File: src/rtl/kb_char_sequencer.sv
// kb_char_sequencer: turns PS/2 scan-code bytes into a buffered ASCII character stream
// Ports:
//   clk, reset (async, active-low)
//   scan_code/scan_code_ready   keyboard byte and its 1-cycle strobe
//   xlat_code -> translator, xlat_ascii <- translator (combinational)
//   char_out/char_valid/char_ready  show-ahead FIFO head with valid/ready handshake
//   upper_case                  registered (shift_l | shift_r) ^ caps_lock
//   overflow                    1-cycle pulse when a char is dropped on a full FIFO
//   fifo_count                  registered FIFO occupancy 0..FIFO_DEPTH
module kb_char_sequencer #(
    parameter int FIFO_DEPTH = 8,
    parameter int ADDR_W     = 3
) (
    input  logic              clk,
    input  logic              reset,
    input  logic [7:0]        scan_code,
    input  logic              scan_code_ready,
    output logic [7:0]        xlat_code,
    input  logic [6:0]        xlat_ascii,
    output logic [7:0]        char_out,
    output logic              char_valid,
    input  logic              char_ready,
    output logic              upper_case,
    output logic              overflow,
    output logic [ADDR_W:0]   fifo_count
);
    typedef enum logic [2:0] {IDLE, BRK, EXT, EXT_BRK, LOOKUP, PUSH} state_t;
    state_t state, state_nx;
    logic shift_l, shift_r, caps_lock, shift_l_nx, shift_r_nx, caps_nx;
    logic idle_strb, brk_strb, is_mod, is_alpha;
    logic [6:0] ch, ch_nx;
    logic ch_ok, ch_ok_nx;
    logic wr_req, wr_en, pop, full;
    logic [ADDR_W-1:0] rd_ptr, wr_ptr;
    logic [6:0] mem [FIFO_DEPTH];

    always_ff @(posedge clk or negedge reset)
        if (!reset) state <= IDLE;
        else state <= state_nx;

    assign is_mod = scan_code == 8'h12 || scan_code == 8'h59 || scan_code == 8'h58;

    always_comb begin
        state_nx = state;
        case (state)
            IDLE:    if (scan_code_ready) state_nx = scan_code == 8'hF0 ? BRK : scan_code == 8'hE0 ? EXT : is_mod ? IDLE : LOOKUP;
            BRK:     if (scan_code_ready) state_nx = IDLE;
            EXT:     if (scan_code_ready) state_nx = scan_code == 8'hF0 ? EXT_BRK : IDLE;
            EXT_BRK: if (scan_code_ready) state_nx = IDLE;
            LOOKUP:  state_nx = PUSH;
            default: state_nx = IDLE;
        endcase
    end

    assign idle_strb  = state == IDLE && scan_code_ready;
    assign brk_strb   = state == BRK && scan_code_ready;
    assign shift_l_nx = idle_strb && scan_code == 8'h12 ? 1'b1 : brk_strb && scan_code == 8'h12 ? 1'b0 : shift_l;
    assign shift_r_nx = idle_strb && scan_code == 8'h59 ? 1'b1 : brk_strb && scan_code == 8'h59 ? 1'b0 : shift_r;
    assign caps_nx    = caps_lock ^ (idle_strb && scan_code == 8'h58);

    // Special keys win over the translator; a space from any key but 29 marks an unmapped code.
    assign is_alpha = xlat_ascii >= 7'd65 && xlat_ascii <= 7'd90;
    assign ch_nx    = xlat_code == 8'h66 ? 7'd8 : xlat_code == 8'h5A ? 7'd13 :
                      (is_alpha && !upper_case) ? xlat_ascii + 7'd32 : xlat_ascii;
    assign ch_ok_nx = xlat_code == 8'h66 || xlat_code == 8'h5A || !(xlat_ascii == 7'd32 && xlat_code != 8'h29);

    always_ff @(posedge clk or negedge reset)
        if (!reset) begin
            xlat_code  <= '0;
            shift_l    <= 1'b0;
            shift_r    <= 1'b0;
            caps_lock  <= 1'b0;
            upper_case <= 1'b0;
            ch         <= '0;
            ch_ok      <= 1'b0;
        end else begin
            shift_l    <= shift_l_nx;
            shift_r    <= shift_r_nx;
            caps_lock  <= caps_nx;
            // Built from next-state values so the flag is visible the cycle after the strobe.
            upper_case <= (shift_l_nx | shift_r_nx) ^ caps_nx;
            if (idle_strb && state_nx == LOOKUP) xlat_code <= scan_code;
            if (state == LOOKUP) begin
                ch    <= ch_nx;
                ch_ok <= ch_ok_nx;
            end
        end

    always_comb begin
        wr_req   = state == PUSH && ch_ok;
        pop      = char_valid && char_ready;
        full     = fifo_count == (ADDR_W+1)'(FIFO_DEPTH);
        wr_en    = wr_req && (!full || pop);
        overflow = wr_req && full && !pop;
    end

    always_ff @(posedge clk or negedge reset)
        if (!reset) begin
            rd_ptr     <= '0;
            wr_ptr     <= '0;
            fifo_count <= '0;
        end else begin
            rd_ptr     <= rd_ptr + ADDR_W'(pop);
            wr_ptr     <= wr_ptr + ADDR_W'(wr_en);
            fifo_count <= fifo_count + (ADDR_W+1)'(wr_en) - (ADDR_W+1)'(pop);
        end

    always_ff @(posedge clk)
        if (wr_en) mem[wr_ptr] <= ch;

    assign char_valid = fifo_count != '0;
    assign char_out   = char_valid ? {1'b0, mem[rd_ptr]} : 8'h00;
endmodule

File: config.mk
export PLATFORM = sky130hd
export DESIGN_NAME = kb_char_sequencer
export DESIGN_NICKNAME = d
export VERILOG_FILES = /design/src/rtl/kb_char_sequencer.sv
export SDC_FILE = /design/constraint.sdc
export NUM_CORES = 1
export LEC_CHECK = 0
export ABC_AREA = 1
export BUFFER_PORTS_ARGS = -buffer_cell sky130_fd_sc_hd__buf_4
export CAP_MARGIN = 20
export CORE_ASPECT_RATIO = 1.2
export CORE_MARGIN = 2
export CORE_UTILIZATION = 30
export CTS_CLUSTER_SIZE = 20
export DETAILED_ROUTE_END_ITERATION = 8
export PLACE_DENSITY = 0.53
export SETUP_SLACK_MARGIN = 0.5
export SLEW_MARGIN = 20
export SYNTH_ARGS = -nofsm -noshare
export SYNTH_HDL_FRONTEND = slang
export SYNTH_SLANG_ARGS = --single-unit
export TNS_END_PERCENT = 5
File: constraint.sdc
create_clock -name clk -period 5.7 [get_ports clk]
set_input_delay 0.285 -clock clk [delete_from_list [all_inputs] [get_ports clk]]
set_output_delay 0.285 -clock clk [all_outputs]
set_load 0.03 [all_outputs]
==> impl_results.md <==
* Post-synthesis net count at 448
* Synth area leaders: sky130_fd_sc_hd__edfxtp_1, sky130_fd_sc_hd__dfrtp_1, sky130_fd_sc_hd__nor2_1
* Synthesized cell area at between 4000 and 5000 sq um
* Final count of negative-setup-slack endpoints at 0
* Most frequent standard cell in the layout excluding fill and tap cells: sky130_fd_sc_hd__nor2_1
* Leading register cell type out of synthesis: sky130_fd_sc_hd__edfxtp_1
* Tmin final at about 3.2 ns
* Cell count after synthesis at approximately 420
* CP startpoint kind: register
* Utilization after layout at 36.6%
* Worst hold margin at 0.231 ns
* Count of standard-cell rows at 46
* Slew of the pin with the lowest slew margin at just under 0.8 ns
* Pins Over Slew Limit at 0
* Combinational cell fraction of total power at 37.6%
* Final HPWL DP at 6560 um
* Req. time, crit path at about 5.4 ns
* F_max at 315 MHz
* Path type of the worst min-delay path: input pin to register
* Final setup TNS at 0 ns
* Setup repair after global routing missed its margin: no
* Total via count after detailed routing at 2,947
* Fraction of final layout cells with drive strength greater than 1 at 14.7%
* Detail-routed net length per standard cell at 13.8 um
* Bufs on Longest Clock Path at 2
* Later-pin clock latency in the skew report at 0.33 ns
* Post-synthesis register bit count at 89
* Final instance area at ~5000 sq um
* Die footprint at 14,600 sq um
* Number of hold buffers added after CTS at 1
* Type of element capturing the critical path: output port
* Number of iterations in the first detailed-routing pass at 5
* Relative contribution of the clock network to total power at 22.0%
* Wire length of the first global-routing pass at 14,300 um
* First DRT Iteration DRCs at ~260
* Final estimated routing congestion in global placement at around 0.84
* Synth async-reset ratio at 37.1%
* Maximum VDD drop at 0.333 mV
* Number of placed I/O pins at between 40 and 50
* Y dimension of the die at 132 um
* Register area share after synthesis at 61.2%
* Count of endpoints failing hold in the final timing report at 0
* CTS root buffer: sky130_fd_sc_hd__clkbuf_16
* Internal Dissipation at 1.58 mW
* Max-Cap Viols at 0
* Largest fanout of any net on the critical path at 30
* Final period utilization at 55.6%
* Worst slew margin relative to its limit at 46.8%
* Yosys warns at 0
* Worst clock skew at 0.00639 ns
* Commonest non-fill, non-tap cells in the layout: sky130_fd_sc_hd__nor2_1, sky130_fd_sc_hd__nand2_1, sky130_fd_sc_hd__edfxtp_1
* Syn Area/Cell at ~10 sq um
* Area of the core at 13,300 sq um
* Max H-tree Level at 3
* Instance area at placement at 4560 sq um
* Die width at 111 um
* Via count of the first global-routing pass at 2,909
* Clock sink count at 89
* Total Routed Length at 8690 um
* Overall Global Routing Usage at 12.1%
* # resized after CTS at 0
* Reported net switching power at 1.06 mW
* Flop pwr share at 40.4%
* IO buf count at 40
* Largest net degree at the start of global routing at 34
* Result of the run: finished, final reports clean
* Power density normalized to cell area at roughly 540 nW/um^2
* Sw Ratio at between 40% and 50%
* Residual DRC at 0
* Number of antenna violations at the first check in global routing at 0
* Synth unique cells at 31
* Worst endpoint data arrival time at about 2.9 ns
* Number of synthesized flops with an enable pin at 56
* Minimum setup slack among reg-to-reg paths at 3.33 ns
* Reported leakage power at 2.07 nW
* Clock-pin slew of the registers on the worst-case setup and hold paths at 0.06 ns
* Clock buffer count from CTS at 9
* Number of nets in the finished design at 491
* Antenna-violating nets left at 0
* Area share of the largest cell type after synthesis at just over 40%
* TritonCTS clock tree: yes
* Area Overhead vs Synth at 18.9%
* Effective utilization at floorplan at 30.8%
* Routed vias/inst at 4.66
* Classification of the worst setup path: register to output port
* Cell taking the most area after synthesis: sky130_fd_sc_hd__edfxtp_1
* Grt ovf at 0
* Count of antenna diodes in the layout at 0
* Number of post-CTS setup repair buffers at 0
[power by group through the flow]
stage,clock network (mW),logic [mW],registers [mW]
3_5_place_dp,0,0.997,1.09
6_report,0.582,0.994,1.07
2_1_floorplan,0,0.651,1.09
4_1_cts,0.597,1.00,1.07
5_1_grt,0.625,1.11,1.10
3_3_place_gp,0,0.977,1.08
[routing by layer]
| metal | GRT usage [%] | share of wire [%] | up-vias |
|---|---|---|---|
| li1 | - | - | 1490 |
| met1 | 15.2 | 44 | 1358 |
| met2 | 20.4 | 49 | 87 |
| met3 | 2.71 | 5.1 | 12 |
| met4 | 4.44 | 1.5 | 0 |
| met5 | 0 | 0 | - |
[cells by family after synthesis]
group                      Yosys count  synth area share [%]
other                                1                0.0916
adders and majority gates           13                  4.16
DFF                                 89                  61.2
AOI/OAI and AO/OA                   65                  8.71
buffers and inverters               58                  5.50
xor gates and xnor gates             5                  1.07
and+or+nand+nor                    185                  19.2
[critical path: stages (launching register included)]
cell	delay (ns)
sky130_fd_sc_hd__dfrtp_1	0.84
sky130_fd_sc_hd__clkinv_1	0.75
sky130_fd_sc_hd__o21ai_0	0.39
sky130_fd_sc_hd__o22ai_1	0.10
sky130_fd_sc_hd__o21ai_0	0.20
sky130_fd_sc_hd__a31oi_1	0.08
sky130_fd_sc_hd__buf_4	0.20
[stage by stage]
stage | worst slack (ns) | instances | total power, mW
after global routing | 2.14 | 632 | 2.84
after CTS | 2.56 | 632 | 2.67
after detailed placement | 2.95 | 615 | 2.08
after global placement | 3.09 | 615 | 2.05
after floorplan | 3.32 | 416 | 1.74
final | 2.53 | 632 | 2.64
[synthesized netlist by cell type, types with 2 or more instances]
cell,instances
sky130_fd_sc_hd__a31oi_1,7
sky130_fd_sc_hd__xor2_1,4
sky130_fd_sc_hd__nor3_1,7
sky130_fd_sc_hd__a22oi_1,3
sky130_fd_sc_hd__o22ai_1,8
sky130_fd_sc_hd__dfrtp_1,33
sky130_fd_sc_hd__nand2_1,65
sky130_fd_sc_hd__nand3_1,12
sky130_fd_sc_hd__nor4_1,2
sky130_fd_sc_hd__nor2_1,77
sky130_fd_sc_hd__inv_1,45
sky130_fd_sc_hd__a21oi_1,5
sky130_fd_sc_hd__nor2_2,7
sky130_fd_sc_hd__inv_2,3
sky130_fd_sc_hd__edfxtp_1,56
sky130_fd_sc_hd__clkbuf_1,5
sky130_fd_sc_hd__o21ai_0,40
sky130_fd_sc_hd__nand4_1,11
sky130_fd_sc_hd__ha_1,12
sky130_fd_sc_hd__buf_2,3
[final cells by class]
class	instances	area, sq um
Timing Repair Buffer	41	310
Tap cell	168	210
Fill cell	1316	8430
Inverter	49	184
Clock inverter	6	66.3
Sequential cell	89	2510
Clock buffer	10	229
Multi-Input combinational cell	269	1360
[flip-flops by register name (all words and copies together), names as in the netlist]
register and flops:
mem 56, xlat_code 8, ch 7, fifo_count 4
rd_ptr 3, state 3, wr_ptr 3, caps_lock 1
ch_ok 1, shift_l 1, shift_r 1, upper_case 1
[worst paths after layout]
path / endpoint / startpoint / cells past startpoint
setup / recovery: char_out[1] / rd_ptr[0] / 6
hold reg to reg: rd_ptr[2] / rd_ptr[2] / 1
hold / removal: xlat_code[4] / scan_code[4] / 3
max in group asynchronous: wr_ptr[0] / reset / 2
min in group asynchronous: xlat_code[3] / reset / 2
setup reg to reg: fifo_count[2] / fifo_count[2] / 13
Note: power is estimated with default switching activity, not from simulation.
